File: src/rtl/imem_uart_loader_if.sv
// Bundle between uart_rx, the imem write port and the CPU reset control.
// master = loader side, slave = surrounding system / testbench.
interface imem_uart_loader_if;
  logic        rx_valid;
  logic [7:0]  rx_byte;
  logic        imem_we;
  logic [7:0]  imem_waddr;
  logic [31:0] imem_wdata;
  logic        cpu_hold;
  logic        load_done;
  logic        load_err;

  modport master (
    input  rx_valid, rx_byte,
    output imem_we, imem_waddr, imem_wdata, cpu_hold, load_done, load_err
  );

  modport slave (
    output rx_valid, rx_byte,
    input  imem_we, imem_waddr, imem_wdata, cpu_hold, load_done, load_err
  );
endinterface

File: src/rtl/imem_uart_loader.sv
// Frames a UART byte stream (SYNC, COUNT, N*4 data bytes) into 32-bit imem writes, holding the CPU in reset.
// Optional trailing XOR checksum byte: define LOADER_CHECKSUM_EN.
module imem_uart_loader #(
  parameter logic [7:0] SYNC_BYTE      = 8'hA5,
  parameter int         TIMEOUT_CYCLES = 100000
) (
  input  logic               clk,
  input  logic               reset,
  imem_uart_loader_if.master bus
);

  localparam int TW = $clog2(TIMEOUT_CYCLES);

  typedef enum logic [2:0] {
    S_IDLE,
    S_COUNT,
    S_DATA,
`ifdef LOADER_CHECKSUM_EN
    S_CSUM,
`endif
    S_FINISH
  } state_t;

  state_t          state, nxt;
  logic [7:0]      cnt_n;
  logic [7:0]      word_idx;
  logic [1:0]      byte_idx;
  logic [23:0]     shreg;
  logic [TW-1:0]   tmo;
  logic            we_q, hold_q, err_q;
  logic [7:0]      waddr_q;
  logic [31:0]     wdata_q;
`ifdef LOADER_CHECKSUM_EN
  logic [7:0]      csum;
`endif

  logic counting, wr, sync, abort, tmo_hit, last_word;

  always_ff @(posedge clk or posedge reset) begin
    if (reset) state <= S_IDLE;
    else       state <= nxt;
  end

  // An rx_valid always wins over the timeout limit in the same cycle.
  always_comb begin
    nxt       = state;
    wr        = 1'b0;
    sync      = 1'b0;
    abort     = 1'b0;
    counting  = 1'b0;
    tmo_hit   = (tmo == TW'(TIMEOUT_CYCLES - 1));
    last_word = (word_idx == cnt_n - 8'd1);
    case (state)
      S_IDLE: begin
        if (bus.rx_valid && bus.rx_byte == SYNC_BYTE) begin
          sync = 1'b1;
          nxt  = S_COUNT;
        end
      end
      S_COUNT: begin
        counting = 1'b1;
        if (bus.rx_valid) nxt = S_DATA;
        else if (tmo_hit) begin
          abort = 1'b1;
          nxt   = S_IDLE;
        end
      end
      S_DATA: begin
        counting = 1'b1;
        if (bus.rx_valid) begin
          if (byte_idx == 2'd3) begin
            wr = 1'b1;
`ifdef LOADER_CHECKSUM_EN
            if (last_word) nxt = S_CSUM;
`else
            if (last_word) nxt = S_FINISH;
`endif
          end
        end else if (tmo_hit) begin
          abort = 1'b1;
          nxt   = S_IDLE;
        end
      end
`ifdef LOADER_CHECKSUM_EN
      S_CSUM: begin
        counting = 1'b1;
        if (bus.rx_valid) begin
          if (bus.rx_byte == csum) nxt = S_FINISH;
          else begin
            abort = 1'b1;
            nxt   = S_IDLE;
          end
        end else if (tmo_hit) begin
          abort = 1'b1;
          nxt   = S_IDLE;
        end
      end
`endif
      S_FINISH: nxt = S_IDLE;
      default:  nxt = S_IDLE;
    endcase
  end

  always_ff @(posedge clk or posedge reset) begin
    if (reset) begin
      cnt_n    <= '0;
      word_idx <= '0;
      byte_idx <= '0;
      shreg    <= '0;
      tmo      <= '0;
      we_q     <= 1'b0;
      waddr_q  <= '0;
      wdata_q  <= '0;
      hold_q   <= 1'b0;
      err_q    <= 1'b0;
`ifdef LOADER_CHECKSUM_EN
      csum     <= '0;
`endif
    end else begin
      we_q <= wr;
      if (wr) begin
        waddr_q <= word_idx;
        wdata_q <= {shreg, bus.rx_byte};
      end
      tmo <= (counting && !bus.rx_valid && !abort) ? tmo + 1'b1 : '0;

      if (sync) begin
        hold_q <= 1'b1;
        err_q  <= 1'b0;
      end else if (abort) begin
        hold_q <= 1'b0;
        err_q  <= 1'b1;
      end else if (state == S_FINISH) begin
        hold_q <= 1'b0;
      end

      if (state == S_COUNT && bus.rx_valid) begin
        cnt_n    <= bus.rx_byte;
        word_idx <= '0;
        byte_idx <= '0;
`ifdef LOADER_CHECKSUM_EN
        csum     <= '0;
`endif
      end

      // Only the three older bytes are kept; the fourth goes straight into wdata.
      if (state == S_DATA && bus.rx_valid) begin
        shreg    <= {shreg[15:0], bus.rx_byte};
        byte_idx <= byte_idx + 2'd1;
        if (byte_idx == 2'd3) word_idx <= word_idx + 8'd1;
`ifdef LOADER_CHECKSUM_EN
        csum     <= csum ^ bus.rx_byte;
`endif
      end
    end
  end

  assign bus.imem_we    = we_q;
  assign bus.imem_waddr = waddr_q;
  assign bus.imem_wdata = wdata_q;
  assign bus.cpu_hold   = hold_q;
  assign bus.load_done  = (state == S_FINISH);
  assign bus.load_err   = err_q;

endmodule

File: src/flat_wrapper.sv
// flat-port wrapper written by rule: the top's interface ports become plain ports
module imem_uart_loader_flat 
#(
  parameter logic [7:0] SYNC_BYTE      = 8'hA5,
  parameter int         TIMEOUT_CYCLES = 100000
)
  (clk, reset, bus_rx_valid, bus_rx_byte, bus_imem_we, bus_imem_waddr, bus_imem_wdata, bus_cpu_hold, bus_load_done, bus_load_err);
  imem_uart_loader_if bus_i ();
  input  logic clk;
  input  logic reset;
  input wire logic [$bits(bus_i.rx_valid)-1:0] bus_rx_valid;
  input wire logic [$bits(bus_i.rx_byte)-1:0] bus_rx_byte;
  output wire logic [$bits(bus_i.imem_we)-1:0] bus_imem_we;
  output wire logic [$bits(bus_i.imem_waddr)-1:0] bus_imem_waddr;
  output wire logic [$bits(bus_i.imem_wdata)-1:0] bus_imem_wdata;
  output wire logic [$bits(bus_i.cpu_hold)-1:0] bus_cpu_hold;
  output wire logic [$bits(bus_i.load_done)-1:0] bus_load_done;
  output wire logic [$bits(bus_i.load_err)-1:0] bus_load_err;
  assign bus_i.rx_valid = bus_rx_valid;
  assign bus_i.rx_byte = bus_rx_byte;
  assign bus_imem_we = bus_i.imem_we;
  assign bus_imem_waddr = bus_i.imem_waddr;
  assign bus_imem_wdata = bus_i.imem_wdata;
  assign bus_cpu_hold = bus_i.cpu_hold;
  assign bus_load_done = bus_i.load_done;
  assign bus_load_err = bus_i.load_err;
  imem_uart_loader #(.SYNC_BYTE(SYNC_BYTE), .TIMEOUT_CYCLES(TIMEOUT_CYCLES)) u_core (.clk(clk), .reset(reset), .bus(bus_i));
endmodule
File: config.mk
export PLATFORM = sky130hd
export DESIGN_NAME = imem_uart_loader_flat
export DESIGN_NICKNAME = d
export VERILOG_FILES = /design/src/rtl/imem_uart_loader_if.sv /design/src/rtl/imem_uart_loader.sv /design/src/flat_wrapper.sv
export SDC_FILE = /design/constraint.sdc
export NUM_CORES = 1
export LEC_CHECK = 0
export ABC_AREA = 0
export BUFFER_PORTS_ARGS = -buffer_cell sky130_fd_sc_hd__buf_2
export CAP_MARGIN = 40
export CORE_ASPECT_RATIO = 1.4
export CORE_MARGIN = 2
export CORE_UTILIZATION = 55
export DETAILED_ROUTE_END_ITERATION = 10
export PLACE_DENSITY_LB_ADDON = 0.15
export SLEW_MARGIN = 20
export SYNTH_ARGS = -nofsm -noshare
export SYNTH_HDL_FRONTEND = slang
export SYNTH_SLANG_ARGS = --single-unit
File: constraint.sdc
create_clock -name clk -period 4.4 [get_ports clk]
set_input_delay 0.22 -clock clk [delete_from_list [all_inputs] [get_ports clk]]
set_output_delay 0.22 -clock clk [all_outputs]
set_load 0.005 [all_outputs]
==> flow_metrics.tcl <==
set metrics [dict create \
    die_x_um 81.3 \
    area_growth_pct 14.5 \
    slew_headroom_pct 52.5 \
    coreArea_mm2 0.00815 \
    ant_nets 0 \
    ys_warn_count 0 \
    synth_top_area_share_pct 57.2 \
    diodes 0 \
    synth_cell_types 45 \
    fin_setup_tns_ps 0 \
    hold_ws_ps 135 \
    synth_edf_count 0 \
    synthFlopType "dfrtp_1" \
    slew_viol_final 0 \
    critPathMaxFanout 45 \
    crit_type "register to register" \
    io_buffers 54 \
    insertion_delay_ps 350 \
    skew_ps 8.61 \
    final_layout_size_suffix_gt1_share_pct 15.0 \
    grt_max_degree 54 \
    remaining_drc_errors 0 \
    final_util_pct 64.6 \
    synth_top_cells_by_count "nand2_1 (229), dfrtp_1 (105), nor2_1 (28)" \
    cts_max_level 3 \
    fmax_mhz 472 \
    fill_cells 667 \
    crit_path_start_kind "register" \
    rsz0062_at_grt "false" \
    antenna_found_initial 0 \
    timing.final.crit_share_pct 48.2 \
    layout.nets 578 \
    cts_made_buffers 9 \
    drt_wl_total_um 9550 \
    async_reset_ff_share_pct 100 \
    wire_per_inst_um 14.2 \
    ioPinCount 55 \
    yosys.area.top_type "dfrtp_1" \
    worst_pin_slew_ps 712 \
    layout_min_cycle_time_ps 2120 \
    worst_hold_path_type "input pin to register" \
    synth_seq_cells 105 \
    syn_avg_cell_area_um2 8.94 \
    leakagePower_nw 2.82 \
    avgViaCountPerCell 5.30 \
    synth-seq-area-share_pct 57.2 \
    first_pass_iters 4 \
    grt_pass1_vias 3488 \
    syn_inst 514 \
    status "complete, no violations" \
    clock_path_buffers 2 \
    worst_slack_ps 2280 \
    yosysMostFrequentCell "nand2_1" \
    p_total_mw 1.86 \
    clkTransAtPathRegs_ps 70 \
    initial_core_util_pct 56.4 \
    cap_violations 0 \
    initialDrtViolationCount 238 \
    p_per_area_mw_per_mm2 353 \
    place_hpwl_um 6430 \
    syn_nets 529 \
    grt_usage_pct 23.1 \
    ir_drop_v 0.000324 \
    yosys-top-cells-area "dfrtp_1 (57%), nand2_1 (19%), xor2_1 (2.9%)" \
    setup_violations 0 \
    clockRootBuffer "clkbuf_16" \
    required_ps 4610 \
    cts_resized 0 \
    cts_tree "done" \
    die_area_mm2 0.00912 \
    via_count 3551 \
    gr-total-overflow 0 \
    place_congestion 0.825 \
    preCtsSetupSlack_ps 1700 \
    clock_sinks 105 \
    hold_viol_final 0 \
    critPathCaptureType "register" \
    die_y_um 112 \
    arrival_ps 2330 \
    netlist_area_mm2 0.00460 \
    grt_pass1_wl_um 16300 \
    rows 39 \
]
power breakdown:
part           total, mW  switching, mW  internal (mW)
Combinational     0.0627         0.0419         0.0209
Clock              0.805          0.356          0.449
Sequential         0.991         0.0137          0.977
routing by layer:
layer,vias to the layer above,part of all wire (%),global-route usage (%)
met5,-,0,0
met3,14,4.2,3.94
li1,1746,-,-
met2,79,50,36.3
met4,0,2.0,10.8
met1,1712,44,31.0
registers in the layout (all words and copies together) (netlist names):
register	flops
u_core.bus.imem_wdata	32
u_core.shreg	24
u_core.tmo	17
u_core.bus.imem_waddr	8
u_core.cnt_n	8
u_core.word_idx	8
u_core.state	3
u_core.byte_idx	2
u_core.bus.cpu_hold	1
u_core.bus.imem_we	1
u_core.bus.load_err	1
path summary, 6_finish.rpt:
path	cells after the start	endpoint	start	slack [ps]
worst max-delay path	7	u_core.word_idx[4]	u_core.state[1]	2280
worst min register to register	2	u_core.bus.imem_wdata[3]	u_core.bus.imem_wdata[3]	470
min in group asynchronous	3	u_core.bus.imem_wdata[21]	reset	520
worst max register to register	7	u_core.word_idx[4]	u_core.state[1]	2280
worst min-delay path	3	u_core.bus.imem_wdata[6]	bus_rx_byte[6]	140
max in group asynchronous	4	u_core.cnt_n[4]	reset	2750
worst max-delay path, stage by stage (launching register included):
cell and delay (ps):
dfrtp_1 530, inv_2 150, nor3_4 250, nand2_2 90, inv_2 510, nand4_1 200
nand3_1 120, o21ai_0 100
stage by stage:
step                std cells  area [um2]
global placement          651        4930
detailed placement        651        4930
finish                    670        5260
floorplan                 514        4600
CTS                       668        5240
global route              670        5260
final cells by class:
type / count / area, um2 / share of cell area (%)
Timing Repair Buffer: 60 / 323 / 6.14
Multi-Input combinational cell: 378 / 1840 / 35.0
Inverter: 9 / 36.3 / 0.690
Sequential cell: 105 / 2630 / 49.9
Clock buffer: 10 / 229 / 4.35
Clock inverter: 6 / 76.3 / 1.45
Tap cell: 102 / 128 / 2.43
placed cells by master, fill, tap and decap left out, types with 9 or more instances in the layout:
master,n
buf_2,55
xor2_1,15
nand2_1,229
xnor2_1,11
nand3_1,12
dfrtp_1,105
o21ai_0,15
nor2_1,28
clkbuf_16,9
logic make-up after synthesis:
logic type / share of synthesized area [%]
buf+inv: 2.78
other cells: 0.0816
compound gates: 5.20
fa+ha+maj: 1.09
simple gates: 28.7
flops: 57.2
xor+xnor: 4.95
repair_timing:
item | CTS | global route
buffers inserted | 0 | 0
endpoints found under the setup margin | 0 | 0
hold buffers | 1 | 0
hold endpoints to repair | 44 | 0
(Power assumes the default switching activity.)
